===== config.mk =====
export PLATFORM = sky130hd
export DESIGN_NAME = dmem_access_ctrl
export DESIGN_NICKNAME = d
export VERILOG_FILES = /design/src/rtl/dmem_access_ctrl.sv
export SDC_FILE = /design/constraint.sdc
export NUM_CORES = 1
export LEC_CHECK = 0
export ABC_AREA = 1
export CELL_PAD_IN_SITES_DETAIL_PLACEMENT = 0
export CELL_PAD_IN_SITES_GLOBAL_PLACEMENT = 1
export CORE_UTILIZATION = 30
export CTS_CLUSTER_DIAMETER = 120
export DETAILED_ROUTE_END_ITERATION = 10
export HOLD_SLACK_MARGIN = 0.08
export PLACE_DENSITY_LB_ADDON = 0.15
export SKIP_CTS_REPAIR_TIMING = 1
export SYNTH_ARGS = -nofsm -noshare
export SYNTH_HDL_FRONTEND = slang
export SYNTH_SLANG_ARGS = --single-unit

===== constraint.sdc =====
create_clock -name clk -period 2 [get_ports clk]
set_input_delay 0.4 -clock clk [delete_from_list [all_inputs] [get_ports clk]]
set_output_delay 0.4 -clock clk [all_outputs]
set_load 0.01 [all_outputs]

===== src/rtl/dmem_access_ctrl.sv =====
`default_nettype none
// ============================================================================
// Module   : dmem_access_ctrl
// Purpose  : MEM-stage load/store controller driving a valid/ready data bus
// Revision : 1.0
// ============================================================================

package dmem_access_pkg;
   typedef enum logic [2:0] {
      MEM_NO = 3'd0,
      MEM_B  = 3'd1,
      MEM_H  = 3'd2,
      MEM_W  = 3'd3,
      MEM_D  = 3'd4,
      MEM_UB = 3'd5,
      MEM_UH = 3'd6,
      MEM_UW = 3'd7
   } mem_op_enum;
endpackage

module dmem_access_ctrl
   import dmem_access_pkg::*;
#(
   parameter int unsigned TIMEOUT_CYC = 255
) (
   input  logic        clk,
   input  logic        rstn,
   input  logic        req_valid,
   output logic        req_ready,
   input  logic        req_we,
   input  mem_op_enum  req_op,
   input  logic [63:0] req_addr,
   input  logic [63:0] req_wdata,
   input  logic [63:0] req_wmask,
   output logic        mem_req_valid,
   input  logic        mem_req_ready,
   output logic [63:0] mem_addr,
   output logic        mem_wen,
   output logic [63:0] mem_wdata,
   output logic [63:0] mem_wmask,
   input  logic        mem_resp_valid,
   input  logic [63:0] mem_rdata,
   output logic        rsp_valid,
   output logic [63:0] rsp_rdata,
   output logic        rsp_err,
   output logic        stall
);

   localparam int unsigned      CNT_W    = (TIMEOUT_CYC > 1) ? $clog2(TIMEOUT_CYC) : 1;
   localparam logic [CNT_W-1:0] CNT_LAST = CNT_W'(TIMEOUT_CYC - 1);

   typedef enum logic [1:0] {
      ST_IDLE = 2'd0,
      ST_REQ  = 2'd1,
      ST_WAIT = 2'd2,
      ST_DONE = 2'd3
   } state_t;

   state_t           state_q, state_d;
   logic [CNT_W-1:0] cnt_q, cnt_d;
   mem_op_enum       op_q, op_d;
   logic             we_q, we_d;
   logic [2:0]       off_q, off_d;
   logic             mem_req_valid_q, mem_req_valid_d;
   logic [63:0]      mem_addr_q, mem_addr_d;
   logic             mem_wen_q, mem_wen_d;
   logic [63:0]      mem_wdata_q, mem_wdata_d;
   logic [63:0]      mem_wmask_q, mem_wmask_d;
   logic             rsp_valid_q, rsp_valid_d;
   logic [63:0]      rsp_rdata_q, rsp_rdata_d;
   logic             rsp_err_q, rsp_err_d;

   // Natural alignment; byte accesses can never be misaligned.
   function automatic logic is_misaligned(input mem_op_enum op, input logic [2:0] a);
      case (op)
         MEM_H, MEM_UH: return a[0];
         MEM_W, MEM_UW: return |a[1:0];
         MEM_D:         return |a[2:0];
         default:       return 1'b0;
      endcase
   endfunction

   function automatic logic [63:0] load_extend(input mem_op_enum op,
                                               input logic [2:0] a,
                                               input logic [63:0] raw);
      logic [63:0] d;
      d = raw >> {a, 3'b000};
      case (op)
         MEM_B:   return {{56{d[7]}}, d[7:0]};
         MEM_UB:  return {56'd0, d[7:0]};
         MEM_H:   return {{48{d[15]}}, d[15:0]};
         MEM_UH:  return {48'd0, d[15:0]};
         MEM_W:   return {{32{d[31]}}, d[31:0]};
         MEM_UW:  return {32'd0, d[31:0]};
         MEM_D:   return d;
         default: return 64'd0;
      endcase
   endfunction

   always_comb begin
      state_d         = state_q;
      cnt_d           = cnt_q;
      op_d            = op_q;
      we_d            = we_q;
      off_d           = off_q;
      mem_req_valid_d = mem_req_valid_q;
      mem_addr_d      = mem_addr_q;
      mem_wen_d       = mem_wen_q;
      mem_wdata_d     = mem_wdata_q;
      mem_wmask_d     = mem_wmask_q;
      rsp_valid_d     = 1'b0;
      rsp_rdata_d     = 64'd0;
      rsp_err_d       = 1'b0;

      case (state_q)
         ST_IDLE: begin
            if (req_valid) begin
               op_d        = req_op;
               we_d        = req_we;
               off_d       = req_addr[2:0];
               mem_addr_d  = {req_addr[63:3], 3'b000};
               mem_wen_d   = req_we;
               mem_wdata_d = req_wdata << {req_addr[2:0], 3'b000};
               mem_wmask_d = req_we ? req_wmask : 64'd0;
               if (req_op == MEM_NO) begin
                  state_d     = ST_DONE;
                  rsp_valid_d = 1'b1;
               end else if (is_misaligned(req_op, req_addr[2:0])) begin
                  state_d     = ST_DONE;
                  rsp_valid_d = 1'b1;
                  rsp_err_d   = 1'b1;
               end else begin
                  state_d         = ST_REQ;
                  mem_req_valid_d = 1'b1;
               end
            end
         end
         ST_REQ: begin
            if (mem_req_ready) begin
               state_d         = ST_WAIT;
               mem_req_valid_d = 1'b0;
               cnt_d           = '0;
            end
         end
         ST_WAIT: begin
            // A response in the timeout cycle takes priority over the error.
            if (mem_resp_valid) begin
               state_d     = ST_DONE;
               rsp_valid_d = 1'b1;
               rsp_rdata_d = we_q ? 64'd0 : load_extend(op_q, off_q, mem_rdata);
            end else if (cnt_q == CNT_LAST) begin
               state_d     = ST_DONE;
               rsp_valid_d = 1'b1;
               rsp_err_d   = 1'b1;
            end else begin
               cnt_d = cnt_q + CNT_W'(1);
            end
         end
         ST_DONE: begin
            state_d = ST_IDLE;
         end
         default: begin
            state_d = ST_IDLE;
         end
      endcase
   end

   always_ff @(posedge clk) begin
      if (!rstn) begin
         state_q         <= ST_IDLE;
         cnt_q           <= '0;
         op_q            <= MEM_NO;
         we_q            <= 1'b0;
         off_q           <= 3'd0;
         mem_req_valid_q <= 1'b0;
         mem_addr_q      <= 64'd0;
         mem_wen_q       <= 1'b0;
         mem_wdata_q     <= 64'd0;
         mem_wmask_q     <= 64'd0;
         rsp_valid_q     <= 1'b0;
         rsp_rdata_q     <= 64'd0;
         rsp_err_q       <= 1'b0;
      end else begin
         state_q         <= state_d;
         cnt_q           <= cnt_d;
         op_q            <= op_d;
         we_q            <= we_d;
         off_q           <= off_d;
         mem_req_valid_q <= mem_req_valid_d;
         mem_addr_q      <= mem_addr_d;
         mem_wen_q       <= mem_wen_d;
         mem_wdata_q     <= mem_wdata_d;
         mem_wmask_q     <= mem_wmask_d;
         rsp_valid_q     <= rsp_valid_d;
         rsp_rdata_q     <= rsp_rdata_d;
         rsp_err_q       <= rsp_err_d;
      end
   end

   assign req_ready     = (state_q == ST_IDLE);
   assign mem_req_valid = mem_req_valid_q;
   assign mem_addr      = mem_addr_q;
   assign mem_wen       = mem_wen_q;
   assign mem_wdata     = mem_wdata_q;
   assign mem_wmask     = mem_wmask_q;
   assign rsp_valid     = rsp_valid_q;
   assign rsp_rdata     = rsp_rdata_q;
   assign rsp_err       = rsp_err_q;

   // Low in DONE so the MEM stage advances on the completing edge.
   assign stall = ((state_q == ST_IDLE) && req_valid && (req_op != MEM_NO)) ||
                  (state_q == ST_REQ) || (state_q == ST_WAIT);

endmodule

`default_nettype wire


==> results.yml <==
run_status:
  status: "finished, final reports clean"
die:
  dieArea_um2: 45400
  chipWidth_um: 213
  start_util_pct: 30.3
  row_count: 77
  die_h_um: 213
  ios: 527
  core-area_um2: 44100
route:
  drt_iter0_drc: 945
  wl_per_cell_um: 18.0
  drtPass1Iterations: 5
  drc: 0
  routed_wl_mm: 55.7
  ant_nets: 0
  vias: 14700
  viasPerCell: 4.74
pwr:
  leakage_nw: 8.64
  ir_worst_vdd_mv: 0.636
  totalPowerFinal_mw: 21.4
  p_per_area_nw_per_um2: 1040
synthesis:
  ys_seq_area_share_pct: 40.9
  synth.distinct_cells: 39
  syn_avg_cell_area_um2: 6.67
  yosys_warnings: 0
  synth_seq_cells: 273
  syn-cell-area_um2: 13400
  syn_inst: 2006
grt:
  antenna_found_initial: 8
  grtUsageTotal_pct: 23.9
  grt_max_degree: 121
  gr-total-overflow: 0
  grt_pass1_vias: 14500
  grt_pass1_wl_mm: 83.1
cells_and_area:
  final_common_cell: "nand2_1"
  final_cell_mix: "nand2_1 (647), clkdlybuf4s50_1 (514), dfxtp_1 (271), nand3_1 (201), nor2_1 (172)"
  nets: 2753
  area_delta_synth_final_pct: 53.9
  fin_util_pct: 46.7
  fin_area_um2: 20600
  drive_gt1_share_pct: 9.70
cts:
  cts.htree.levels: 2
  max-clock-path-buffers: 3
  clk_latency_ps: 550
  path_clk_slew_ps: 50
  cts_tree: "built"
  cts.sinks: 273
  cts_buffers: 35
  ctsRootBufferMaster: "clkbuf_16"
place:
  place_area_um2: 19400
  io_buffers: 523
  routabilityCongestion: 0.863
  dp_slack_ps: -222
  hpwl_mm: 40.9
critical_path:
  slowest_delay_ps: 310
  worstSetupPathType: "reg -> out"
  startpoint_type: "register"
  crit_fanout: 3
  endpoint_kind: "primary output"
  cp_data_arrival_time_ps: 1580
  cp.required_ps: 1600
  cp_slowest_cell: "dfxtp_1"
  path_cells: "inv_1 > ha_4 > nand2_8 > o21ai_0 > dlymetal6s2s_1"
sta:
  fin_crit_ps: 1980
  setup_violations: 0
  fin_ws_ps: 19.0
  post-route-period-util_pct: 99.0
  finalHoldViolations: 0
  timing.fmax_mhz: 505
  tightest_slew_ps: 679
  max_slew_margin_pct: 54.7
  tns_ps: 0
  slew_violations: 0
  rsz0062_at_grt: "yes"
  clock_skew_ps: 26.8
run:
  maxCapViolCount: 0
hold_path:
  hold_path_class: "in -> reg"
==> power breakdown <==
part	switching (mW)	internal [mW]	total (mW)
logic	4.84	3.54	8.38
registers	0.411	6.17	6.58
clock network	2.55	3.91	6.46
total	7.80	13.6	21.4
==> cells in the mapped netlist (all sizes together) <==
master	number	area, um^2
a22oi	14	105
o21ai	138	691
clkinv	2	7.51
conb	1	3.75
nand2	652	2470
o31ai	3	22.5
and2	1	6.26
o211ai	18	135
or2	29	181
inv	102	385
clkbuf	67	251
nand3	209	1090
a31oi	8	50.1
o21a	2	15.0
a21oi	130	651
ha	5	62.6
nor2	237	1040
nand4	17	106
xor2	1	8.76
buf	85	542
nor3	9	50.1
a32oi	2	17.5
dfxtp	273	5470
a211oi	1	7.51
==> sequential cells by signal, indices dropped and copies added (netlist names) <==
signal / cells
op_q: 3
mem_addr: 61
off_q: 3
cnt_q: 8
mem_wmask: 64
rsp_err: 1
mem_wen: 1
rsp_rdata: 64
state_q: 2
rsp_valid: 1
mem_req_valid: 1
mem_wdata: 64
==> path summary, 6_finish.rpt <==
kind                  from       endpoint  slack, ps  cells after the start
min reg2reg  mem_wmask[45]  mem_wmask[45]        460                      2
max reg2reg     state_q[1]  mem_wmask[31]        160                      8
max             state_q[1]          stall         20                      5
min            req_addr[1]  mem_wdata[60]        350                      6
==> critical path: cells and delay by family, from the launching register on <==
family	cells	cell delay, ps
buffers and inverters	2	310
DFF	1	310
and+or+nand+nor	1	50
adders and majority gates	1	190
AOI/OAI and AO/OA	1	180
==> routing by layer <==
metal  track usage, %  share of wire, %
met3             9.27               9.1
met5                0             0.099
met4             7.49               2.7
met2             42.7                50
met1             25.9                38
==> metrics by stage <==
step,std cells,hold WS (ps)
3_3_place_gp,3038,451
5_1_grt,3099,375
2_1_floorplan,2008,480
3_5_place_dp,3038,456
4_1_cts,3098,313
6_report,3100,351
==> final cells by class <==
class / count / area, um^2
clock buffers: 48 / 1010
fillers: 4581 / 23500
multi-input cells: 1479 / 6780
inverters: 104 / 395
flip-flops and latches: 273 / 5470
diodes: 2 / 5.00
well taps: 592 / 741
repair buffers: 590 / 6040
clock inverters: 12 / 158
==> cell families (layout without fill, tap and decap cells) <==
group	Yosys count	in the layout	synth area share, %
simple gates	1154	1154	37.1
compound gates	316	316	12.7
flops	273	273	40.9
buf+inv	256	754	8.87
fa+ha+maj	5	5	0.468
other cells	1	5	0.0280
xor+xnor	1	1	0.0655
Note: power is estimated with default switching activity, not from simulation.
